<file path="config.mk">
export PLATFORM = sky130hd
export DESIGN_NAME = led_pio_sequencer
export DESIGN_NICKNAME = d
export VERILOG_FILES = /design/src/rtl/led_pio_sequencer.sv
export SDC_FILE = /design/constraint.sdc
export NUM_CORES = 1
export LEC_CHECK = 0
export BUFFER_PORTS_ARGS = -buffer_cell sky130_fd_sc_hd__buf_2
export CAP_MARGIN = 30
export CORE_ASPECT_RATIO = 1.2
export CORE_MARGIN = 2
export CORE_UTILIZATION = 40
export DETAILED_ROUTE_END_ITERATION = 10
export GPL_ROUTABILITY_DRIVEN = 0
export PLACE_DENSITY = 0.72
export SLEW_MARGIN = 20
export SYNTH_ARGS = -nofsm -noshare
export SYNTH_HDL_FRONTEND = slang
export SYNTH_SLANG_ARGS = --single-unit
export TNS_END_PERCENT = 20
</file>
<file path="constraint.sdc">
create_clock -name clk -period 3.65 [get_ports clk]
set_input_delay 0.1825 -clock clk [delete_from_list [all_inputs] [get_ports clk]]
set_output_delay 0.1825 -clock clk [all_outputs]
set_load 0.01 [all_outputs]
</file>
<file path="src/rtl/led_pio_sequencer.sv">
// LED pattern sequencer: steps a pattern every PERIOD clocks and pushes each value to an Avalon PIO
// with single-cycle master writes. Define LED_SEQ_IRQ_EN to add the wrap interrupt and CTRL bit3.
module led_pio_sequencer #(
  parameter int unsigned WIDTH = 18,
  parameter int unsigned PER_W = 24
) (
  input  logic             clk,
  input  logic             reset_n,
  input  logic [1:0]       address,
  input  logic             chipselect,
  input  logic             write_n,
  input  logic             read_n,
  input  logic [31:0]      writedata,
  output logic [31:0]      readdata,
  output logic [1:0]       pio_address,
  output logic             pio_chipselect,
  output logic             pio_write_n,
  output logic [WIDTH-1:0] pio_writedata
`ifdef LED_SEQ_IRQ_EN
  ,
  output logic             irq
`endif
);

  localparam logic [1:0] AddrCtrl   = 2'd0;
  localparam logic [1:0] AddrPeriod = 2'd1;
  localparam logic [1:0] AddrValue  = 2'd2;
  localparam logic [1:0] AddrStatus = 2'd3;

  localparam logic [1:0] ModeUp   = 2'd0;
  localparam logic [1:0] ModeDown = 2'd1;
  localparam logic [1:0] ModeRotl = 2'd2;
  localparam logic [1:0] ModePing = 2'd3;

  typedef enum logic [1:0] {StIdle, StWait, StStep, StWrite} state_e;

  state_e           state;
  logic [3:0]       ctrl;
  logic [PER_W-1:0] period;
  logic [PER_W-1:0] cnt;
  logic [PER_W-1:0] cnt_last;
  logic [WIDTH-1:0] value;
  logic [WIDTH-1:0] step_value;
  logic             dir_right;
  logic             step_dir_right;
  logic             step_wrap;
  logic [15:0]      wraps;
  logic             wrap_pending;
  logic             wr_en;
  logic             rd_en;
  logic             ctrl_wr;
  logic             period_wr;
  logic             value_wr;
  logic             status_wr;
  logic             run;
  logic [1:0]       mode;
  logic             one_hot;
  logic [31:0]      rd_mux;
  logic             unused_wdata;

  assign wr_en     = chipselect & ~write_n;
  assign rd_en     = chipselect & ~read_n;
  assign ctrl_wr   = wr_en && (address == AddrCtrl);
  assign period_wr = wr_en && (address == AddrPeriod);
  assign value_wr  = wr_en && (address == AddrValue);
  assign status_wr = wr_en && (address == AddrStatus);

  assign run          = ctrl[0];
  assign mode         = ctrl[2:1];
  assign pio_address  = 2'b00;
  assign unused_wdata = ^writedata;

  // A zero period behaves like a period of one clock.
  assign cnt_last = (period == '0) ? '0 : period - PER_W'(1);

  assign one_hot = (value != '0) && ((value & (value - WIDTH'(1))) == '0);

`ifdef LED_SEQ_IRQ_EN
  assign irq = wrap_pending & ctrl[3];
`else
  assign wrap_pending = 1'b0;
`endif

  always_comb begin
    step_value     = value;
    step_dir_right = dir_right;
    step_wrap      = 1'b0;
    case (mode)
      ModeUp: begin
        step_value = value + WIDTH'(1);
        step_wrap  = &value;
      end
      ModeDown: begin
        step_value = value - WIDTH'(1);
        step_wrap  = (value == '0);
      end
      ModeRotl: begin
        step_value = {value[WIDTH-2:0], value[WIDTH-1]};
        step_wrap  = value[WIDTH-1];
      end
      ModePing: begin
        if (!one_hot) begin
          step_value     = WIDTH'(1);
          step_dir_right = 1'b0;
        end else if (!dir_right) begin
          if (value[WIDTH-1]) begin
            step_value     = value >> 1;
            step_dir_right = 1'b1;
            step_wrap      = 1'b1;
          end else begin
            step_value = value << 1;
          end
        end else begin
          if (value[0]) begin
            step_value     = value << 1;
            step_dir_right = 1'b0;
            step_wrap      = 1'b1;
          end else begin
            step_value = value >> 1;
          end
        end
      end
      default: step_value = value;
    endcase
  end

  always_comb begin
    rd_mux = '0;
    case (address)
      AddrCtrl:   rd_mux = {28'd0, ctrl};
      AddrPeriod: rd_mux = 32'(period);
      AddrValue:  rd_mux = 32'(value);
      AddrStatus: rd_mux = {15'd0, wrap_pending, wraps};
      default:    rd_mux = '0;
    endcase
  end

  always_ff @(posedge clk) begin
    if (!reset_n) begin
      state          <= StIdle;
      ctrl           <= '0;
      period         <= PER_W'(1);
      value          <= '0;
      dir_right      <= 1'b0;
      wraps          <= '0;
      cnt            <= '0;
      readdata       <= '0;
      pio_chipselect <= 1'b0;
      pio_write_n    <= 1'b1;
      pio_writedata  <= '0;
`ifdef LED_SEQ_IRQ_EN
      wrap_pending   <= 1'b0;
`endif
    end else begin
      pio_chipselect <= 1'b0;
      pio_write_n    <= 1'b1;
      if (rd_en) begin
        readdata <= rd_mux;
      end

      case (state)
        StIdle: begin
          cnt <= '0;
          if (run) begin
            state <= StWait;
          end
        end
        StWait: begin
          if (!run) begin
            state <= StIdle;
            cnt   <= '0;
          end else if (period_wr) begin
            cnt <= '0;
          end else if (cnt == cnt_last) begin
            state <= StStep;
            cnt   <= '0;
          end else begin
            cnt <= cnt + PER_W'(1);
          end
        end
        StStep: begin
          // A coincident CPU VALUE write pre-empts the step; its own PIO write goes out instead.
          if (!value_wr) begin
            value          <= step_value;
            dir_right      <= step_dir_right;
            pio_chipselect <= 1'b1;
            pio_write_n    <= 1'b0;
            pio_writedata  <= step_value;
            if (step_wrap) begin
              if (wraps != 16'hFFFF) begin
                wraps <= wraps + 16'd1;
              end
`ifdef LED_SEQ_IRQ_EN
              wrap_pending <= 1'b1;
`endif
            end
          end
          cnt   <= '0;
          state <= StWrite;
        end
        StWrite: begin
          state <= run ? StWait : StIdle;
        end
        default: state <= StIdle;
      endcase

      if (ctrl_wr) begin
`ifdef LED_SEQ_IRQ_EN
        ctrl <= writedata[3:0];
`else
        ctrl <= {1'b0, writedata[2:0]};
`endif
      end
      if (period_wr) begin
        period <= writedata[PER_W-1:0];
      end
      if (value_wr) begin
        value          <= writedata[WIDTH-1:0];
        pio_chipselect <= 1'b1;
        pio_write_n    <= 1'b0;
        pio_writedata  <= writedata[WIDTH-1:0];
      end
      if (status_wr) begin
        wraps <= '0;
`ifdef LED_SEQ_IRQ_EN
        wrap_pending <= 1'b0;
`endif
      end
    end
  end

endmodule
</file>
==> results_dict.tcl, run 1 <==
set metrics [dict create \
    power_leakage_nw 3.60 \
    stdcell_count 1371 \
    max_freq_mhz 276 \
    path_class "reg -> reg" \
    reg2reg_from "value[0]" \
    crit_path_start "value[0]" \
    grtUsageTotal 0.244 \
    netlist_area_um2 7600 \
    viasPerCell 5.92 \
    numPortBuffers 74 \
    grt_first_pass_wirelength_um 38600 \
    first_iter_violations 714 \
    critPathMaxFanout 6 \
    slew_headroom 0.388 \
    clkSinkCount 114 \
    fin_ws_ns 0.0276 \
    antenna_left 0 \
    core_um2 18700 \
    ys_ff_latch 114 \
    syn_inst 1021 \
    io_pins 93 \
    start_util 0.406 \
    vias 8113 \
    period_needed_ns 3.62 \
    design.die.area_um2 20100 \
    finalHoldViolCount 0 \
    clk_pin_slew_ns 0.06 \
    cts_tree "built" \
    status "completed" \
    cp-end-kind "register" \
    synth-seq-area-share 0.300 \
    die_x_um 130 \
    power.density_nw_per_um2 376 \
    startpoint_type "register" \
    dp_slack_ns -0.0636 \
    gr-total-overflow 0 \
    timing.final.crit_share 0.992 \
    htreeDepth 4 \
    synthArstFlopShare 0 \
    max-cap-violations 0 \
    num_antenna_cells 0 \
    wl_per_cell_um 18.0 \
    area_growth_pct 23.3 \
    clock_path_buffers 2 \
    rsz0062_at_grt "true" \
    skew_ns 0.00729 \
    layout-drive-gt1-share 0.222 \
    vdd_drop_max_uv 318 \
    drc 0 \
    worstMarginPinSlew_ns 0.918 \
    slew_violations 0 \
    hpwlAfterDp_um 17400 \
    drt-total-wl_um 24600 \
    grt_max_degree 69 \
    synth_edf_count 0 \
    cts_root_buf "clkbuf_16" \
    first_global_vias 7344 \
    fp.dieH_um 155 \
    setup_violations 0 \
    synthDistinctLibCells 68 \
    post-place-cells 1328 \
    yosysWarnings 0 \
    critPathArrivalTime_ns 3.92 \
    dr.pass1.iters 6 \
    min-delay-start "writedata[10]" \
    cts-buffers-inserted 17 \
    insertion_delay_ns 0.43 \
    synth.avg_cell_area_um2 7.45 \
    ys.flop_type "dfxtp_1" \
    antenna_found_initial 0 \
    min_path_type "in -> reg" \
    rows 55 \
    nets 1164 \
    fillers 1817 \
    cp.required_ns 3.94 \
]
==> logic make-up after synthesis <==
kind of cell | after synthesis | share of synthesized area
xor gates and xnor gates | 55 | 0.0652
buffers and inverters | 121 | 0.0676
muxes | 36 | 0.0548
adders and majority gates | 23 | 0.0378
DFF | 114 | 0.300
other | 1 | 0.000493
and+or+nand+nor | 444 | 0.283
AOI/OAI and AO/OA | 227 | 0.191
==> where the power goes <==
part / internal [mW] / switching (mW) / total [mW]
registers: 1.27 / 0.0244 / 1.29
clock network: 1.09 / 0.677 / 1.77
logic: 0.195 / 0.269 / 0.464
total: 2.55 / 0.971 / 3.52
==> repair_timing <==
item | CTS | global route
hold endpoints to repair | 5 | 0
gates resized for setup | 8 | 35
buffers inserted | 0 | 5
hold buffers | 5 | 0
endpoints found under the setup margin | 35 | 60
pin swaps | 4 | 14
==> Yosys cell counts, types with 10 or more instances <==
cell / number / share of area
a21oi_1: 64 / 0.042
a221oi_1: 19 / 0.022
a31oi_1: 18 / 0.015
and3_1: 13 / 0.011
buf_4: 11 / 0.011
clkbuf_1: 83 / 0.041
dfxtp_1: 114 / 0.30
ha_1: 23 / 0.038
inv_1: 15 / 0.0074
mux2_2: 15 / 0.022
mux2i_1: 18 / 0.024
nand2_1: 135 / 0.067
nand2b_1: 12 / 0.0099
nand3_1: 53 / 0.035
nand4_1: 19 / 0.016
nor2_1: 91 / 0.045
nor3_1: 41 / 0.027
nor4_1: 13 / 0.011
o21ai_0: 53 / 0.035
o21ai_1: 10 / 0.0066
or3_1: 21 / 0.017
or4_1: 11 / 0.011
xnor2_1: 28 / 0.032
xor2_1: 26 / 0.030
==> state kept, by name, summed over array words and instances, names as in the netlist, 3 cells and up, named ones only <==
register,flops
value,18
wraps,16
cnt,24
period,24
ctrl,3
readdata,24
==> placed cells by master, fill, tap and decap left out, types with 9 or more instances in the layout <==
master	n
or3_1	16
a21oi_1	62
nor2_1	89
a31oi_1	18
xnor2_1	28
or4_1	9
a221oi_1	18
ha_1	19
mux2i_1	18
nand3_1	50
xor2_1	26
nor3_1	39
o21ai_0	51
o21ai_1	12
a22oi_1	9
inv_1	14
buf_4	74
clkbuf_16	17
mux2_2	15
and3_1	13
nand2_1	134
nand2b_1	11
conb_1	10
buf_2	74
nand4_1	19
dfxtp_1	111
==> worst max-delay path, cell delays in order (launching register included) <==
cell,delay (ns)
dfxtp_2,0.32
or3_4,0.40
or3_4,0.37
or3_1,0.32
ha_1,0.18
nor4_1,0.36
nand4_1,0.21
nor4_4,0.24
o2111a_1,0.29
o22ai_2,0.13
nor3_2,0.15
buf_4,0.17
nand4_1,0.11
xor2_1,0.18
nor2_1,0.05
==> layout make-up <==
class | instances | area [µm²] | area share
sequential | 114 | 2290 | 0.244
timing repair buffer | 157 | 1020 | 0.109
clock buffer | 17 | 425 | 0.0454
tap | 256 | 320 | 0.0342
multi-input combinational | 795 | 5060 | 0.540
inverter | 17 | 63.8 | 0.00681
clock inverter | 15 | 194 | 0.0207
==> routing by layer <==
layer,part of all wire,wire [µm],track usage
met5,0,0,0
met4,0.049,1200,0.133
met1,0.41,9970,0.299
met2,0.48,11900,0.405
met3,0.064,1570,0.0413
==> worst paths after layout <==
path	end	cells past startpoint	slack, ns
hold / removal	period[10]	3	0.01
hold reg to reg	readdata[2]	2	0.45
setup / recovery	wraps[6]	14	0.03
setup reg to reg	wraps[6]	14	0.03
==> through the flow <==
step	util	power [mW]	instance area [µm²]	hold slack, ns	setup TNS (ns)
after floorplan	-	1.60	7670	0.271	0
after global placement	0.450	1.71	8420	0.427	-0.106
after detailed placement	0.451	1.72	8440	0.437	-0.924
after CTS	0.489	3.49	9160	0.00267	0
after global routing	0.501	3.64	9380	0.0182	-1.99
final	0.501	3.52	9380	0.0117	0
Note: power is estimated with default switching activity, not from simulation.
==> run 2: changes to the inputs <==
GPL_ROUTABILITY_DRIVEN = unset   (was 0)
REMOVE_ABC_BUFFERS = 1   (was unset)
==> run 2 against run 1 <==
Worst hold slack got worse by 0.0066 ns. Critical path depth up 2. Register-to-register slack improved by 0.02 ns. Sequential cell count unchanged. Setup slack improved by 0.018 ns. Cell count is the same. Design area rose by 0.60%. Die area is the same. Count of clock-buffer cells in the layout rose by 2. Maximum frequency increased by 0.50%. Highest routed layer unchanged.
==> results_dict.tcl, run 2 (synthesis results as in run 1) <==
set metrics [dict create \
    rsz0062_at_grt "true" \
    fin_ws_ns 0.0455 \
    cpMaxStageDelayCell "or3_4" \
    cp-end-kind "register" \
    path_class "reg -> reg" \
    clk_pin_slew_ns 0.06 \
    layout-drive-gt1-share 0.237 \
    num_antenna_cells 0 \
    slowest_delay_ns 0.40 \
    design.die.area_um2 20100 \
    clock_path_buffers 2 \
    period_needed_ns 3.60 \
    wl_per_cell_um 17.8 \
    reg_top3 "cnt x24, period x24, readdata x24" \
    path_depth 16 \
    critPathArrivalTime_ns 3.92 \
    start_util 0.406 \
    startpoint_type "register" \
    power.density_nw_per_um2 357 \
    cts-buffers-inserted 17 \
    critPathTopFamily "simple AND/OR/NAND/NOR gates" \
    grt_first_pass_wirelength_um 38600 \
    htreeDepth 4 \
    vdd_drop_max_uv 294 \
    core_um2 18700 \
    clkSinkCount 114 \
    setup_violations 0 \
    area_growth_pct 24.0 \
    numPortBuffers 74 \
    grt_max_degree 69 \
    slew_violations 0 \
    whs_path_depth 3 \
    first_iter_violations 783 \
    timing.final.crit_share 0.988 \
    vias 8070 \
    fp.dieH_um 155 \
    finalHoldViolCount 0 \
    antenna_left 0 \
    cts_tree "built" \
    grtUsageTotal 0.242 \
    max-cap-violations 0 \
    drc 0 \
    viasPerCell 5.89 \
    dp_slack_ns -0.194 \
    layout_common_cells "133 x nand2_1, 113 x dfxtp_1, 86 x nor2_1" \
    status "completed" \
    gr-total-overflow 0 \
    cp_common_cell "or3_4" \
    final_common_cell "nand2_1" \
    io_pins 93 \
    place.gp.congestion 0.941 \
    critPathMaxFanout 6 \
    skew_ns 0.00759 \
    power_mw 3.36 \
    worstMarginPinSlew_ns 0.931 \
    power_leakage_nw 3.60 \
    cts_root_buf "clkbuf_16" \
    dr.pass1.iters 6 \
    insertion_delay_ns 0.42 \
    rows 55 \
    max_freq_mhz 277 \
    reg2reg_depth 16 \
    drt-total-wl_um 24400 \
    min_path_type "in -> reg" \
    die_x_um 130 \
    hpwlAfterDp_um 17400 \
    crit_chain "or3_4, or3_4, nand2b_4, or3_4, ha_4, nor4_4, nand4_1, nor4_2, buf_4, o2111a_1, o22ai_2, nor3_2, buf_4, nand4_1, xor2_1, nor2_1" \
    first_global_vias 7468 \
    critPathBufInv 2 \
    antenna_found_initial 0 \
    slew_headroom 0.379 \
    cp.required_ns 3.96 \
    nets 1165 \
]
[run 2: layout make-up]
cell class,count,area (µm²)
Fill cell,1810,9290
Sequential cell,114,2280
Clock inverter,12,113
Clock buffer,19,443
Timing Repair Buffer,158,1060
Inverter,17,63.8
Tap cell,256,320
Multi-Input combinational cell,795,5150
[run 2: stage by stage]
stage / utilization / setup TNS, ns / std cells / cell area (µm²) / hold WS, ns
6_report: 0.504 / 0 / 1371 / 9430 / 0.00511
5_1_grt: 0.504 / -0.221 / 1371 / 9430 / 0.0169
4_1_cts: 0.493 / 0 / 1370 / 9220 / 0.00195
3_5_place_dp: 0.453 / -4.65 / 1336 / 8480 / 0.436
3_3_place_gp: 0.452 / -2.85 / 1334 / 8470 / 0.430
2_1_floorplan: - / -8.91 / 926 / 7190 / 0.271
[run 2: what timing repair did]
item                                   CTS  global route
pin swaps                               12            17
setup endpoints to repair               45            57
gates cloned                             1             0
endpoints found under the hold margin    2             0
hold buffers                             2             0
buffers inserted                         0             0
gates resized for setup                 30            41
[run 2: worst paths after layout]
path	startpoint	end	slack, ns
max	value[0]	wraps[6]	0.05
min	writedata[21]	period[21]	0.005
max reg2reg	value[0]	wraps[6]	0.05
min reg2reg	readdata[1]	readdata[1]	0.46
[run 2: power breakdown]
group | switching (mW) | total [mW] | internal, mW
Sequential | 0.0208 | 1.29 | 1.27
Clock | 0.612 | 1.56 | 0.947
Combinational | 0.290 | 0.517 | 0.227
Total | 0.923 | 3.36 | 2.44
[run 2: layer usage]
metal,track usage,part of all wire,vias up
met2,0.405,0.50,392
met4,0.114,0.037,0
met3,0.0464,0.068,73
li1,-,-,3820
met5,0,0,-
met1,0.297,0.40,3785
[run 2: worst min-delay path, delay by kind of cell]
family	cells	cell delay, ns
buf+inv	1	0.09
compound gates	1	0.05
simple gates	1	0.05
==> run 3: changes to the inputs <==
CORE_UTILIZATION = 30   (was 40)
PLACE_DENSITY = 0.59   (was 0.72)
==> run 3 against run 2 <==
Combinational power up 2%. Power grew 4.5%. Core utilization fell by 12 points. Sequential share of layout area is 0.23 points lower. Die area grew 32%. Count of clock-buffer cells in the layout did not move. The run now ends with negative setup slack left. Clock power grew 9%. Highest routed layer unchanged. Non-clock buffer count rose by 13.
==> results_dict.tcl, run 3 (synthesis results as in run 1) <==
set metrics [dict create \
    layout_common_cells "135 x nand2_1, 114 x dfxtp_1, 89 x nor2_1, 89 x buf_4, 74 x buf_2" \
    place.gp.congestion 0.927 \
    start_util 0.306 \
    nets 1178 \
    startpoint_type "register" \
    setup_violations 2 \
    reg2reg_from "value[1]" \
    max-cap-violations 0 \
    cp.required_ns 3.93 \
    io_pins 93 \
    cts_root_buf "clkbuf_16" \
    core_um2 24800 \
    worstMarginPinSlew_ns 0.900 \
    post-place-cells 1414 \
    num_antenna_cells 0 \
    hold_end "period[20]" \
    gr-total-overflow 0 \
    htreeDepth 4 \
    rsz0062_at_grt "true" \
    skew_ns 0.0102 \
    multi_input_area_um2 5000 \
    min-delay-start "writedata[20]" \
    viasPerCell 5.49 \
    whs_path_depth 3 \
    stdcell_count 1454 \
    rows 63 \
    timing.rr.end "wraps[6]" \
    rrSetupSlack_ns -0.02 \
    status "complete, but fails checks" \
    finalHoldViolCount 0 \
    numPortBuffers 74 \
    fillers 2638 \
    power.density_nw_per_um2 370 \
    seq_area_um2 2280 \
    clkSinkCount 114 \
    first_global_vias 7565 \
    drt-total-wl_um 25800 \
    area_growth_pct 25.2 \
    violations "negative setup slack" \
    wl_per_cell_um 17.8 \
    min_path_type "in -> reg" \
    drc 0 \
    fp.dieH_um 178 \
    period_needed_ns 3.67 \
    vdd_drop_max_uv 259 \
    grt_first_pass_wirelength_um 40800 \
    first_iter_violations 426 \
    clk_pin_slew_ns 0.06 \
    vias 7986 \
    slew_violations 0 \
    layout-drive-gt1-share 0.225 \
    grt_max_degree 69 \
    critPathMaxFanout 6 \
    hpwlAfterDp_um 19100 \
    max_freq_mhz 273 \
    grtUsageTotal 0.196 \
    cp-end-kind "register" \
    critPathArrivalTime_ns 3.95 \
    insertion_delay_ns 0.42 \
    final_common_cell "nand2_1" \
    timing.final.crit_share 1.00 \
    fin_ws_ns -0.0153 \
    dp_slack_ns -0.193 \
    die_x_um 149 \
    design.die.area_um2 26600 \
    slew_headroom 0.400 \
    clock_path_buffers 2 \
    reg2reg_depth 16 \
    cts-buffers-inserted 17 \
    cts_tree "built" \
    reg_top3 "cnt x24, period x24, readdata x24" \
    path_class "reg -> reg" \
    antenna_found_initial 0 \
    power_leakage_nw 3.69 \
    dr.pass1.iters 5 \
    antenna_left 0 \
    fin_util 0.383 \
]
==> run 3: changes by cell type in the layout (fill, tap and decap cells not counted), sizes merged, moves of 2 or more <==
cell	before	now
inv	16	18
buf	156	166
bufinv	1	3
clkinvlp	5	3
==> run 3: timing repair <==
| action | 4_1_cts | 5_1_grt |
|---|---|---|
| hold buffers | 3 | 0 |
| buffers inserted | 0 | 2 |
| gates resized for setup | 17 | 18 |
| cloned | 1 | 0 |
| hold endpoints to repair | 3 | 0 |
| setup endpoints to repair | 47 | 58 |
| pin swaps | 10 | 11 |
==> run 3: how the worst max path moves through the flow <==
stage / startpoint / end / slack (ns) / cells after the start
6_report: value[1] / wraps[6] / -0.02 / 16
5_1_grt: value[1] / wraps[11] / -0.24 / 16
4_1_cts: value[0] / wraps[11] / 0.0001 / 18
3_5_place_dp: period[5] / cnt[19] / -0.19 / 10
3_3_place_gp: period[0] / cnt[15] / -0.16 / 12
2_1_floorplan: period[5] / cnt[16] / -0.34 / 9
==> run 3: layout make-up <==
class	count	area share
clock buffer	19	0.0465
multi-input combinational	795	0.526
timing repair buffer	171	0.122
sequential	114	0.240
inverter	17	0.00670
clock inverter	13	0.0167
tap	325	0.0427
==> run 3: metrics by stage <==
stage	cell area, µm²	TNS, ns	power (mW)	hold WS, ns
final	9520	-0.0181	3.52	0.0147
after global routing	9520	-3.79	3.64	0.0147
after CTS	9400	0	3.52	0.00273
after detailed placement	8650	-5.09	1.77	0.433
after global placement	8650	-3.46	1.76	0.430
after floorplan	7190	-8.91	1.55	0.271
==> run 3: critical path: stages, from the launching register on <==
cell	delay, ns
dfxtp_1	0.31
or3_4	0.39
or3_4	0.41
nand2b_4	0.16
or3_4	0.38
ha_4	0.17
nor4_4	0.22
nand4_1	0.14
nor4_2	0.18
buf_4	0.16
o2111a_1	0.22
o22ai_2	0.10
nor3_1	0.20
buf_4	0.18
nand4_1	0.11
xor2_1	0.15
nor2_1	0.05
==> run 3: power breakdown <==
part           total (mW)  switching [mW]  internal (mW)
sequential           1.28          0.0174           1.27
clock                1.70           0.614           1.09
combinational       0.529           0.289          0.240
total                3.52           0.920           2.60
==> run 3: routing by layer <==
layer  global-route usage  vias up  routed length, µm
met5                    0        -                  0
met4               0.0730        0                665
met3               0.0299       51               1450
met2                0.344      302              13100
met1                0.240     3788              10600
li1                     -     3845                  -
